**src/rtl/mxv_tx_sequencer.sv**
```systemverilog
// mxv_tx_sequencer: orders header/trailer bytes and MSB-first result bytes onto the UART TX.
// Latency: 2 cycles from push to uart_start; waits on uart_done and res_empty, drops header pushes when full.

module mxv_fifo #(
   parameter int W     = 8,
   parameter int DEPTH = 4
) (
   input  logic         clk,
   input  logic         reset,
   input  logic         wr_vld,
   input  logic [W-1:0] wr_dat,
   output logic         wr_rdy,
   output logic         rd_vld,
   output logic [W-1:0] rd_dat,
   input  logic         rd_rdy
);
   localparam int AW = $clog2(DEPTH);
   localparam logic [AW:0] PTR_ONE = (AW+1)'(1);

   logic [W-1:0] mem [DEPTH];
   logic [AW:0]  wr_ptr;
   logic [AW:0]  rd_ptr;
   logic         do_wr;
   logic         do_rd;

   // Extra pointer bit distinguishes full from empty when the indices match.
   assign wr_rdy = !((wr_ptr[AW] != rd_ptr[AW]) && (wr_ptr[AW-1:0] == rd_ptr[AW-1:0]));
   assign rd_vld = (wr_ptr != rd_ptr);
   assign rd_dat = mem[rd_ptr[AW-1:0]];
   assign do_wr  = wr_vld & wr_rdy;
   assign do_rd  = rd_rdy & rd_vld;

   always_ff @(posedge clk) begin
      if (do_wr) mem[wr_ptr[AW-1:0]] <= wr_dat;
   end

   always_ff @(posedge clk or posedge reset) begin
      if (reset) begin
         wr_ptr <= '0;
         rd_ptr <= '0;
      end else begin
         if (do_wr) wr_ptr <= wr_ptr + PTR_ONE;
         if (do_rd) rd_ptr <= rd_ptr + PTR_ONE;
      end
   end
endmodule

module mxv_tx_sequencer #(
   parameter int RES_W     = 16,
   parameter int RES_BYTES = RES_W / 8,
   parameter int HQ_DEPTH  = 4
) (
   input  logic             clk,
   input  logic             reset,
   input  logic             tx_en,
   input  logic [7:0]       data_in,
   input  logic             last_cmd,
   input  logic             transmit,
   input  logic [7:0]       matrix_length,
   input  logic [RES_W-1:0] res_data,
   input  logic             res_empty,
   output logic             res_pop,
   output logic [7:0]       uart_data,
   output logic             uart_start,
   input  logic             uart_done,
   output logic             end_tx_results,
   output logic             busy,
   output logic             ovf_err
);
   localparam logic [2:0] S_IDLE      = 3'd0;
   localparam logic [2:0] S_Q_SEND    = 3'd1;
   localparam logic [2:0] S_RES_POP   = 3'd2;
   localparam logic [2:0] S_RES_LOAD  = 3'd3;
   localparam logic [2:0] S_RES_SEND  = 3'd4;
   localparam logic [2:0] S_WAIT_DONE = 3'd5;
   localparam logic [2:0] S_RES_NEXT  = 3'd6;
   localparam logic [2:0] S_RES_END   = 3'd7;
   localparam logic [7:0] LAST_BYTE   = 8'(RES_BYTES - 1);

   logic [2:0]       state;
   logic [2:0]       ret_r;
   logic [7:0]       len_r;
   logic [7:0]       res_cnt;
   logic [7:0]       byte_cnt;
   logic [7:0]       hold_r;
   logic [RES_W-1:0] shift_r;
   logic             res_active;
   logic             transmit_d;
   logic             transmit_rise;
   logic             q_push;
   logic [7:0]       q_push_dat;
   logic             q_ready;
   logic             q_vld;
   logic [7:0]       q_head;
   logic             q_pop;

   // tx_en outranks last_cmd when both strobe together; the trailer is lost.
   assign q_push     = tx_en | last_cmd;
   assign q_push_dat = tx_en ? data_in : 8'hEF;
   assign q_pop      = (state == S_Q_SEND);

   mxv_fifo #(.W(8), .DEPTH(HQ_DEPTH)) u_hq (
      .clk    (clk),
      .reset  (reset),
      .wr_vld (q_push),
      .wr_dat (q_push_dat),
      .wr_rdy (q_ready),
      .rd_vld (q_vld),
      .rd_dat (q_head),
      .rd_rdy (q_pop)
   );

   assign transmit_rise  = transmit & ~transmit_d;
   assign uart_start     = (state == S_Q_SEND) || (state == S_RES_SEND);
   assign res_pop        = (state == S_RES_POP);
   assign end_tx_results = (state == S_RES_END);
   assign busy           = (state != S_IDLE) || q_vld;

   always_comb begin
      uart_data = 8'h00;
      case (state)
         S_Q_SEND:    uart_data = q_head;
         S_RES_SEND:  uart_data = shift_r[RES_W-1 -: 8];
         S_WAIT_DONE: uart_data = hold_r;
         default:     uart_data = 8'h00;
      endcase
   end

   always_ff @(posedge clk or posedge reset) begin
      if (reset) begin
         state      <= S_IDLE;
         ret_r      <= S_IDLE;
         len_r      <= 8'h00;
         res_cnt    <= 8'h00;
         byte_cnt   <= 8'h00;
         hold_r     <= 8'h00;
         shift_r    <= '0;
         res_active <= 1'b0;
         transmit_d <= 1'b0;
         ovf_err    <= 1'b0;
      end else begin
         transmit_d <= transmit;
         if ((tx_en && last_cmd) || (q_push && !q_ready)) ovf_err <= 1'b1;

         case (state)
            S_IDLE: begin
               if (q_vld)                             state <= S_Q_SEND;
               else if (res_active && res_cnt == len_r) state <= S_RES_END;
               else if (res_active && !res_empty)     state <= S_RES_POP;
            end
            S_Q_SEND: begin
               hold_r <= q_head;
               ret_r  <= S_IDLE;
               state  <= S_WAIT_DONE;
            end
            S_RES_POP:  state <= S_RES_LOAD;
            S_RES_LOAD: begin
               shift_r  <= res_data;
               byte_cnt <= 8'h00;
               state    <= S_RES_SEND;
            end
            S_RES_SEND: begin
               hold_r <= shift_r[RES_W-1 -: 8];
               ret_r  <= S_RES_NEXT;
               state  <= S_WAIT_DONE;
            end
            S_WAIT_DONE: begin
               if (uart_done) state <= ret_r;
            end
            // Returning to IDLE only between words keeps a loaded word contiguous.
            S_RES_NEXT: begin
               shift_r  <= shift_r << 8;
               byte_cnt <= byte_cnt + 8'd1;
               if (byte_cnt == LAST_BYTE) begin
                  res_cnt <= res_cnt + 8'd1;
                  state   <= S_IDLE;
               end else begin
                  state   <= S_RES_SEND;
               end
            end
            S_RES_END: begin
               res_active <= 1'b0;
               state      <= S_IDLE;
            end
            default: state <= S_IDLE;
         endcase

         if (transmit_rise) begin
            len_r      <= matrix_length;
            res_cnt    <= 8'h00;
            res_active <= 1'b1;
         end
      end
   end
endmodule
```
**config.mk**
```make
export PLATFORM = sky130hd
export DESIGN_NAME = mxv_tx_sequencer
export DESIGN_NICKNAME = d
export VERILOG_FILES = /design/src/rtl/mxv_tx_sequencer.sv
export SDC_FILE = /design/constraint.sdc
export NUM_CORES = 1
export LEC_CHECK = 0
export ABC_CLOCK_PERIOD_IN_PS = 2320
export BUFFER_PORTS_ARGS = -buffer_cell sky130_fd_sc_hd__buf_2
export CORE_ASPECT_RATIO = 0.7
export CORE_MARGIN = 3
export CORE_UTILIZATION = 44
export CTS_CLUSTER_SIZE = 16
export DETAILED_ROUTE_END_ITERATION = 12
export HOLD_SLACK_MARGIN = 0.1
export PLACE_DENSITY = 0.66
export SYNTH_ARGS = -nofsm -noshare
export SYNTH_HDL_FRONTEND = slang
export SYNTH_SLANG_ARGS = --single-unit
```
**constraint.sdc**
```tcl
create_clock -name clk -period 2.32 [get_ports clk]
set_input_delay 0.232 -clock clk [delete_from_list [all_inputs] [get_ports clk]]
set_output_delay 0.232 -clock clk [all_outputs]
set_load 0.01 [all_outputs]
```
==> results of run 1 <==
[power groups by stage]
stage	sequential (mW)	combinational [mW]	clock, mW
after floorplan	2.43	1.93	0
after global placement	2.61	2.50	0
after detailed placement	2.63	2.51	0
after CTS	2.60	2.54	1.38
after global routing	2.66	2.80	1.44
final	2.60	2.52	1.35
[path summary, 6_finish.rpt]
check / startpoint / to / slack [ps]
min in group asynchronous: reset / hold_r[5] / 340
setup reg to reg: state[2] / res_cnt[5] / 360
hold / removal: res_data[3] / shift_r[3] / 110
max in group asynchronous: reset / u_hq.rd_ptr[0] / 1410
hold reg to reg: ovf_err / ovf_err / 480
setup / recovery: state[0] / uart_data[6] / 110
[layer usage]
| metal | share of wire, % | track usage (%) |
|---|---|---|
| met2 | 45 | 26.2 |
| met5 | 0 | 0 |
| met3 | 5.0 | 4.79 |
| met1 | 48 | 25.4 |
| met4 | 1.6 | 6.07 |
[worst max-delay path, delay by kind of cell (launching register included)]
kind                   cells  cell delay (ps)
muxes                      1              330
AOI/OAI and AO/OA          1              240
DFF                        1              620
buffers and inverters      2              380
and+or+nand+nor            1               60
[metrics by stage]
stage | hold slack, ps | util, % | total power [mW] | worst slack, ps | instance area [sq um]
floorplan | 263 | - | 4.37 | 575 | 4470
finish | 108 | 54.3 | 6.47 | 106 | 5320
global route | 104 | 54.3 | 6.90 | 4.23 | 5320
global placement | 168 | 50.3 | 5.11 | 416 | 4930
CTS | 102 | 54.3 | 6.51 | 14.3 | 5320
detailed placement | 176 | 50.3 | 5.14 | 387 | 4930
[registers in the layout, indices dropped and copies added, names as in the netlist]
name / count
transmit_d: 1
state: 3
ovf_err: 1
ret_r: 1
byte_cnt: 8
res_cnt: 8
u_hq.mem: 32
res_active: 1
shift_r: 16
len_r: 8
u_hq.wr_ptr: 3
hold_r: 8
u_hq.rd_ptr: 3
[placed cells by master (no fill, tap or decap), drive strengths merged, types with 9 or more instances in the layout]
| cell type | instances |
|---|---|
| edfxtp | 32 |
| o21ai | 12 |
| buf | 67 |
| xor2 | 13 |
| nand3 | 9 |
| dlygate4sd3 | 12 |
| nand2 | 61 |
| clkbuf | 11 |
| a22oi | 16 |
| dfrtp | 61 |
| nor2 | 19 |
| inv | 10 |
| nand2b | 10 |
| mux2 | 9 |
[synth_stat cells (all sizes together), types with 3 or more instances]
cell type   n  area (sq um)
dfrtp      61          1530
nand2      61           229
edfxtp     32           961
nor2       19          73.8
a22oi      16           120
buf        13          61.3
xor2       13           114
o21ai      12          60.1
nand2b     10          62.6
inv         9          33.8
mux2        9           101
nand3       9          57.6
a22o        8          70.1
clkbuf      8          30.0
ha          8           100
mux4        8           180
nand4       8          50.1
o21bai      8          60.1
o22ai       8          50.1
o211a       7          70.1
xnor2       7          76.3
and2        6          37.5
a21oi       4          20.0
mux2i       4          40.0
nor3        4          25.0
a32oi       3          26.3
and3        3          18.8
nor2b       3          18.8
[layout make-up]
class                   count  area, sq um  area share, %
clock buffers              11          233           4.37
clock inverters             5         35.0          0.659
inverters                   9         33.8          0.635
multi-input cells         259         1860           35.0
flip-flops and latches     93         2490           46.8
well taps                 128          160           3.01
repair buffers             79          508           9.55
[cell families (layout without fill, tap and decap cells)]
family,after synthesis,count (layout),share of synthesized area (%)
AND/OR/NAND/NOR,134,134,15.2
XOR/XNOR,20,20,4.25
adder cells (fa/ha/maj),8,8,2.24
AO/OA/AOI/OAI,76,76,12.7
flip-flops,93,93,55.6
buffers and inverters,30,104,2.80
multiplexers,21,21,7.19
[timing repair]
action,CTS,global route
hold endpoints to repair,20,0
hold buffers,12,0
resized for setup,0,2
setup endpoints to repair,0,7
==> key figures, run 1 <==
Status
  • Status: finished clean

Critical path
  • Crit Path Class: reg2out
  • Critical path fanouts, max: 14
  • Critical Path Slowest Stage Cell: dfrtp_1
  • R2R depth: 4
  • Largest stage delay on the critical path: 620 ps
  • Crit path DAT: 1980 ps
  • Crit path required time: 2090 ps
  • Crit path capture type: output pin
  • Startpoint types: register
  • Worst path cell trace: buf_4 -> mux2_2 -> a22oi_1 -> nor2_1 -> buf_2

Logic synthesis
  • Ys flop type: dfrtp_1
  • Cells after synthesis: 382
  • Mapped Nets: 429
  • Distinct cells, synth: 51
  • Synthesized area per cell: 11.7 sq um
  • Sequential area share after synthesis: 55.6%
  • Synthesis Warnings: 0
  • Mapped Area: 4470 sq um
  • Seq cells post-synth: 93
  • Async S/R FF share, synth: 65.6%
  • Post-synth EDFFs: 32

Drt
  • DR vias: 3,183
  • Drt pass-1 iters: 4
  • Via-per-instance ratio: 5.45
  • # DRC: 0
  • Drt wl/cell: 16.9 microns
  • Starting DRT DRC Count: 186
  • ANT nets after route: 0
  • Final Routed Wirelength: 9880 microns

Floorplan
  • Top Ports: 52
  • Starting density of the core: 45.6%
  • Die extent in x: 126 microns
  • Die area: 11,400 sq um
  • Row cnt: 30
  • Die height: 90.3 microns
  • Core area: 9800 sq um

Clock tree
  • Clk buf depth: 2
  • CTS root buf: clkbuf_16
  • Worst-path clk slew: 60 ps
  • # clock sinks: 93
  • Post-CTS Setup Inserts: 0
  • H-tree levels: 3
  • Clk_lat worst skew: 350 ps
  • CTS buffer count: 9
  • TritonCTS clock tree: done

Power
  • Sw frac: 36.1%
  • Leakage Power: 2.38 nW
  • Flop pwr share: 40.2%
  • Logic pwr share: 38.9%
  • Clock Power Share: 20.9%
  • Psw: 2.33 mW
  • Max IR drop VDD: 0.642 mV
  • Pwr/cell area: 1220 nW/um^2
  • Internal cell power: 4.14 mW

Min path
  • HP Class: in2reg
  • Hold Crit Depth: 2

STA
  • Min cycle time layout: 2210 ps
  • Final period util: 95.4%
  • Max frequency: 0.452 GHz
  • Worst slew margin: 58.9%
  • Slew of the pin with the lowest slew margin: 615 ps
  • Fin. max-slew vios: 0
  • Final setup violation count: 0
  • Unrepaired setup endpoints after global routing: no
  • Final count of hold timing violations: 0
  • Setup TNS: 0 ps
  • Clk_skew: 8.12 ps

Cells and area
  • Final #Nets: 498
  • Ratio of cells with drive above 1 in the final layout: 24.6%
  • Filler Cell Count: 846
  • Fin cells: 584
  • Diode count: 0
  • Area grow syn2layout: 19.0%

Global route
  • Vias in the first global route: 3,182
  • Initial antenna violation count: 0
  • All-Layer GR Usage: 17.8%
  • Global route total overflow: 0
  • Largest net degree at the start of global routing: 53
  • First-pass GRT wire length: 16,100 microns

Place
  • HPWL Detailed: 6990 microns
  • DP Cell Count: 556
  • Placer Congestion: 0.840
  • I/O Buffers: 51

Flow run
  • Max-cap violation count: 0
Note: power is estimated with default switching activity, not from simulation.
==> run 2: changes to the inputs <==
--- a/config.mk
+++ b/config.mk
@@ -14,6 +14,7 @@
 export DETAILED_ROUTE_END_ITERATION = 12
 export HOLD_SLACK_MARGIN = 0.1
 export PLACE_DENSITY = 0.66
+export SETUP_SLACK_MARGIN = 0.15
 export SYNTH_ARGS = -nofsm -noshare
 export SYNTH_HDL_FRONTEND = slang
 export SYNTH_SLANG_ARGS = --single-unit
==> key figures, run 2 (same netlist as run 1, synthesis figures left out) <==
Clock tree
  • H-tree levels: 3 (unchanged)
  • # clock sinks: 93 (unchanged)
  • Clk_lat worst skew: 350 ps (about the same)
  • Worst-path clk slew: 60 ps (about the same)
  • TritonCTS clock tree: done
  • CTS root buf: clkbuf_16
  • CTS buffer count: 9 (unchanged)
  • Clk buf depth: 2 (unchanged)

Global route
  • Global-route met1 utilization: 25.4% (+0.039 points)
  • Routing usage on met2: 26.4% (+0.18 points)
  • First-pass GRT wire length: 16,100 microns (+0.17%)
  • GR peak layer: met2
  • Met3 Usage GRT: 4.73% (-0.059 points)
  • All-Layer GR Usage: 17.8% (+0.025 points)
  • Global route total overflow: 0 (unchanged)
  • Largest net degree at the start of global routing: 53 (unchanged)
  • Initial antenna violation count: 0 (unchanged)
  • Vias in the first global route: 3,191 (+0.28%)

Critical path
  • Crit Path Class: reg2out
  • Crit path required time: 2090 ps (about the same)
  • Reg2Reg Setup Slack: 380 ps (+20 ps)
  • Worst r2r src: state[2]
  • Worst R2R End: res_cnt[5]
  • Crit path DAT: 1870 ps (-110 ps)
  • R2R depth: 4 (unchanged)
  • Critical path fanouts, max: 7 (-7)
  • Startpoint types: register
  • Crit path capture type: output pin

Drt
  • Starting DRT DRC Count: 146 (-22%)
  • Final Routed Wirelength: 10,000 microns (+1.5%)
  • DR vias: 3,172 (-0.35%)
  • ANT nets after route: 0 (unchanged)
  • # DRC: 0 (unchanged)
  • Via-per-instance ratio: 5.42 (-0.52%)
  • Drt wl/cell: 17.1 microns (+1.3%)
  • Drt pass-1 iters: 4 (unchanged)

STA
  • Unrepaired setup endpoints after global routing: no
  • Slew of the pin with the lowest slew margin: 631 ps (+16.7 ps)
  • Hold slack: 109 ps (+0.388 ps)
  • Setup TNS: 0 ps (unchanged)
  • Worst setup slack after layout: 219 ps (+113 ps)
  • Fin. max-slew vios: 0 (unchanged)
  • Final setup violation count: 0 (unchanged)
  • Min cycle time layout: 2100 ps (-113 ps)
  • Final count of hold timing violations: 0 (unchanged)
  • Clk_skew: 8.69 ps (+0.570 ps)
  • Worst slew margin: 57.7% (-1.1 points)
  • Final period util: 90.6% (-4.9 points)
  • Max frequency: 0.476 GHz (+5.4%)

Power
  • Logic pwr share: 39.6% (+0.7 points)
  • Pwr/cell area: 1230 nW/um^2 (+0.69%)
  • Sw frac: 36.2% (+0.14 points)
  • Max IR drop VDD: 0.667 mV (+4.0%)
  • Leakage Power: 2.38 nW (+0.30%)
  • Internal cell power: 4.18 mW (+1.1%)
  • Psw: 2.37 mW (+1.7%)
  • Flop pwr share: 39.7% (-0.5 points)
  • Clock Power Share: 20.6% (-0.3 points)
  • Power, Total: 6.56 mW (+1.3%)

Place
  • HPWL Detailed: 6990 microns (unchanged)
  • Dpl cell area: 4930 sq um (unchanged)
  • Placer Congestion: 0.840 (unchanged)
  • DP Cell Count: 556 (unchanged)
  • Worst slack at placement: 387 ps (unchanged)
  • I/O Buffers: 51 (unchanged)

Cells and area
  • Max reg flops: 32 (unchanged)
  • Fin cells: 585 (+0.17%)
  • Final #Nets: 499 (+0.20%)
  • Ratio of cells with drive above 1 in the final layout: 25.6% (+1.0 points)
  • Diode count: 0 (unchanged)
  • Final Cell Area: 5350 sq um (+0.59%)
  • Filler Cell Count: 841 (-0.59%)
  • Area grow syn2layout: 19.7%
  • Most common cell after layout, fill and taps aside: nand2_1
  • Seq. cell area: 2490 sq um (about the same)
  • Multi-input logic area: 1880 sq um (+0.81%)
  • Most frequent cells in the layout: 61 x nand2_1, 59 x dfrtp_1, 51 x buf_2
  • Final Util: 54.6% (+0.32 points)

Floorplan
  • Row cnt: 30 (unchanged)
  • Die height: 90.3 microns (unchanged)
  • Starting density of the core: 45.6% (unchanged)
  • Die extent in x: 126 microns (unchanged)
  • Die area: 11,400 sq um (unchanged)
  • Core area: 9800 sq um (unchanged)
  • Top Ports: 52 (unchanged)

Status
  • Status: finished clean

Min path
  • HP Class: in2reg
  • Hold path start: res_data[3]
  • Worst Hold End: shift_r[3]
  • Hold Crit Depth: 2 (unchanged)

Flow run
  • Max-cap violation count: 0 (unchanged)
## run 2: cell count changes in the layout (fill, tap and decap cells not counted), sizes merged
cell  delta
buf      +1
## run 2: layout make-up
cell class / instances / area share, %
flip-flops and latches: 93 / 46.5
multi-input cells: 259 / 35.1
inverters: 9 / 0.631
well taps: 128 / 2.99
repair buffers: 80 / 9.77
clock buffers: 11 / 4.35
clock inverters: 5 / 0.655
## run 2: timing repair
item / 4_1_cts / 5_1_grt
gates resized for setup: 4 / 4
hold buffers: 12 / 0
pin swaps: 0 / 1
hold endpoints to repair: 20 / 0
setup endpoints to repair: 7 / 7
setup buffers: 0 / 1
## run 2: worst max path at each step
| stage | end | slack, ps | cells after the start | from |
|---|---|---|---|---|
| after CTS | uart_data[2] | 140 | 5 | u_hq.rd_ptr[0] |
| after floorplan | byte_cnt[0] | 570 | 1 | reset |
| after global placement | uart_data[2] | 420 | 5 | u_hq.rd_ptr[0] |
| after global routing | uart_data[2] | 150 | 5 | u_hq.rd_ptr[0] |
| after detailed placement | uart_data[2] | 390 | 5 | u_hq.rd_ptr[0] |
| final | uart_data[2] | 220 | 5 | u_hq.rd_ptr[0] |
## run 2: power by group through the flow
stage	clock network (mW)	registers (mW)	logic, mW
finish	1.35	2.61	2.60
global route	1.44	2.66	2.88
CTS	1.38	2.60	2.55
detailed placement	0	2.63	2.51
global placement	0	2.61	2.50
floorplan	0	2.43	1.93
## run 2: worst max-delay path: stages, from the launching register on
cell and delay [ps]:
dfrtp_2 430, buf_8 160, mux4_2 520, a22oi_2 220, nor2_1 60, buf_2 140
## run 2: metal layers
layer  part of all wire, %  vias to the layer above
li1                      -                     1527
met1                    48                     1562
met2                    46                       71
met3                   4.7                       12
met4                   1.4                        0
met5                     0                        -
==> run 3: changes to the inputs <==
--- a/config.mk
+++ b/config.mk
@@ -9,11 +9,11 @@
 export BUFFER_PORTS_ARGS = -buffer_cell sky130_fd_sc_hd__buf_2
 export CORE_ASPECT_RATIO = 0.7
 export CORE_MARGIN = 3
-export CORE_UTILIZATION = 44
+export CORE_UTILIZATION = 53
 export CTS_CLUSTER_SIZE = 16
 export DETAILED_ROUTE_END_ITERATION = 12
 export HOLD_SLACK_MARGIN = 0.1
-export PLACE_DENSITY = 0.66
+export PLACE_DENSITY_LB_ADDON = 0.08
 export SETUP_SLACK_MARGIN = 0.15
 export SYNTH_ARGS = -nofsm -noshare
 export SYNTH_HDL_FRONTEND = slang
==> key figures, run 3 (same netlist as run 1, synthesis figures left out) <==
Global route
  • Global route total overflow: 0 (unchanged)
  • Vias in the first global route: 3,169 (-0.69%)
  • Largest net degree at the start of global routing: 62 (+17%)
  • All-Layer GR Usage: 20.4% (+2.6 points)
  • Initial antenna violation count: 0 (unchanged)
  • First-pass GRT wire length: 15,200 microns (-5.6%)

Clock tree
  • # clock sinks: 93 (unchanged)
  • CTS buffer count: 9 (unchanged)
  • CTS root buf: clkbuf_16
  • H-tree levels: 3 (unchanged)
  • Clk buf depth: 2 (unchanged)
  • Clk_lat worst skew: 340 ps (about the same)
  • TritonCTS clock tree: done
  • Worst-path clk slew: 60 ps (about the same)

Place
  • Placer Congestion: 0.792 (-5.7%)
  • Dpl cell area: 4860 sq um (-1.4%)
  • I/O Buffers: 51 (unchanged)
  • DP Cell Count: 524 (-5.8%)
  • HPWL Detailed: 6410 microns (-8.2%)

STA
  • Setup TNS: 0 ps (unchanged)
  • Worst slew margin: 51.8% (-5.9 points)
  • Clk_skew: 5.64 ps (-3.04 ps)
  • Max frequency: 0.477 GHz (+0.29%)
  • Unrepaired setup endpoints after global routing: yes
  • Min cycle time layout: 2090 ps (-6.13 ps)
  • Slew of the pin with the lowest slew margin: 722 ps (+90.2 ps)
  • Final count of hold timing violations: 0 (unchanged)
  • Final period util: 90.3% (-0.26 points)
  • Fin. max-slew vios: 0 (unchanged)
  • Final setup violation count: 0 (unchanged)

Cells and area
  • Fin cells: 552 (-5.6%)
  • Final Cell Area: 5330 sq um (-0.42%)
  • Ratio of cells with drive above 1 in the final layout: 24.6% (-0.99 points)
  • Most common cell after layout, fill and taps aside: nand2_1
  • Final Util: 66.3% (+12 points)
  • Max reg flops: 32 (unchanged)
  • Diode count: 0 (unchanged)
  • Final #Nets: 493 (-1.2%)
  • Area grow syn2layout: 19.2%
  • Most frequent cells in the layout: 61 x nand2_1, 59 x dfrtp_1, 51 x buf_2

Floorplan
  • Core area: 8040 sq um (-18%)
  • Row cnt: 27 (-10%)
  • Starting density of the core: 55.6% (+10 points)
  • Top Ports: 52 (unchanged)
  • Die extent in x: 116 microns (-8.5%)
  • Die area: 9590 sq um (-16%)
  • Die height: 82.9 microns (-8.3%)

Drt
  • Via-per-instance ratio: 5.68 (+4.7%)
  • ANT nets after route: 0 (unchanged)
  • Final Routed Wirelength: 9140 microns (-8.9%)
  • Drt wl/cell: 16.6 microns (-3.5%)
  • DR vias: 3,135 (-1.2%)
  • # DRC: 0 (unchanged)
  • Drt pass-1 iters: 5 (+1)
  • Starting DRT DRC Count: 197 (+35%)

Critical path
  • Reg2Reg Setup Slack: 360 ps (-20 ps)
  • Setup crit start: state[0]
  • Crit path required time: 2090 ps (about the same)
  • Worst R2R End: u_hq.mem[3][0]
  • Worst r2r src: u_hq.rd_ptr[0]
  • Startpoint types: register
  • Critical path fanouts, max: 17 (+10)
  • Crit path capture type: output pin
  • Crit path DAT: 1860 ps (about the same)
  • R2R depth: 4 (unchanged)
  • Crit Path Class: reg2out

Power
  • Pwr/cell area: 1250 nW/um^2 (+2.3%)
  • Leakage Power: 2.39 nW (+0.20%)
  • Max IR drop VDD: 0.924 mV (+39%)
  • Power, Total: 6.68 mW (+1.9%)

Flow run
  • Max-cap violation count: 0 (unchanged)

Min path
  • Hold path start: res_data[12]
  • Worst Hold End: shift_r[12]
  • HP Class: in2reg
  • Hold Crit Depth: 3 (+1)

Status
  • Status: finished clean
run 3: how the worst max path moves through the flow:
stage | to | slack [ps] | depth (start not counted)
2_1_floorplan | byte_cnt[0] | 570 | 1
3_3_place_gp | uart_data[0] | 390 | 5
3_5_place_dp | uart_data[0] | 350 | 5
4_1_cts | uart_data[6] | 160 | 5
5_1_grt | uart_data[0] | 140 | 6
6_report | uart_data[6] | 230 | 5
run 3: report_power, final:
part,internal (mW),switching (mW)
clock network,0.955,0.576
logic,1.20,1.38
registers,2.22,0.344
run 3: metal layers:
| metal | vias to the layer above | share of wire, % | GRT usage [%] |
|---|---|---|---|
| met5 | - | 0 | 0 |
| met4 | 0 | 1.0 | 6.95 |
| met3 | 10 | 4.4 | 6.26 |
| met2 | 73 | 46 | 30.5 |
| met1 | 1532 | 48 | 28.3 |
| li1 | 1520 | - | - |
run 3: layout make-up:
class / instances / area, sq um
clock buffer: 13 / 282
clock inverter: 3 / 40.0
fill: 592 / 2710
inverter: 9 / 33.8
multi-input combinational: 259 / 1870
sequential: 93 / 2490
tap: 101 / 126
timing repair buffer: 74 / 484
run 3: what timing repair did:
| action | CTS | global route |
|---|---|---|
| hold endpoints to repair | 71 | 0 |
| setup endpoints to repair | 6 | 9 |
| hold buffers | 11 | 0 |
| setup buffers | 1 | 0 |
| resized for setup | 1 | 4 |
| pin swaps | 0 | 0 |
run 3: through the flow:
step	hold WS (ps)	setup slack, ps
final	118	225
after global routing	111	139
after CTS	105	157
after detailed placement	319	352
after global placement	317	392
after floorplan	263	575
run 3: critical path, stage by stage (launching register included):
cell     delay (ps)
dfrtp_2         470
buf_4           270
mux2_2          350
a22oi_1         200
nor2_1           70
buf_2           150
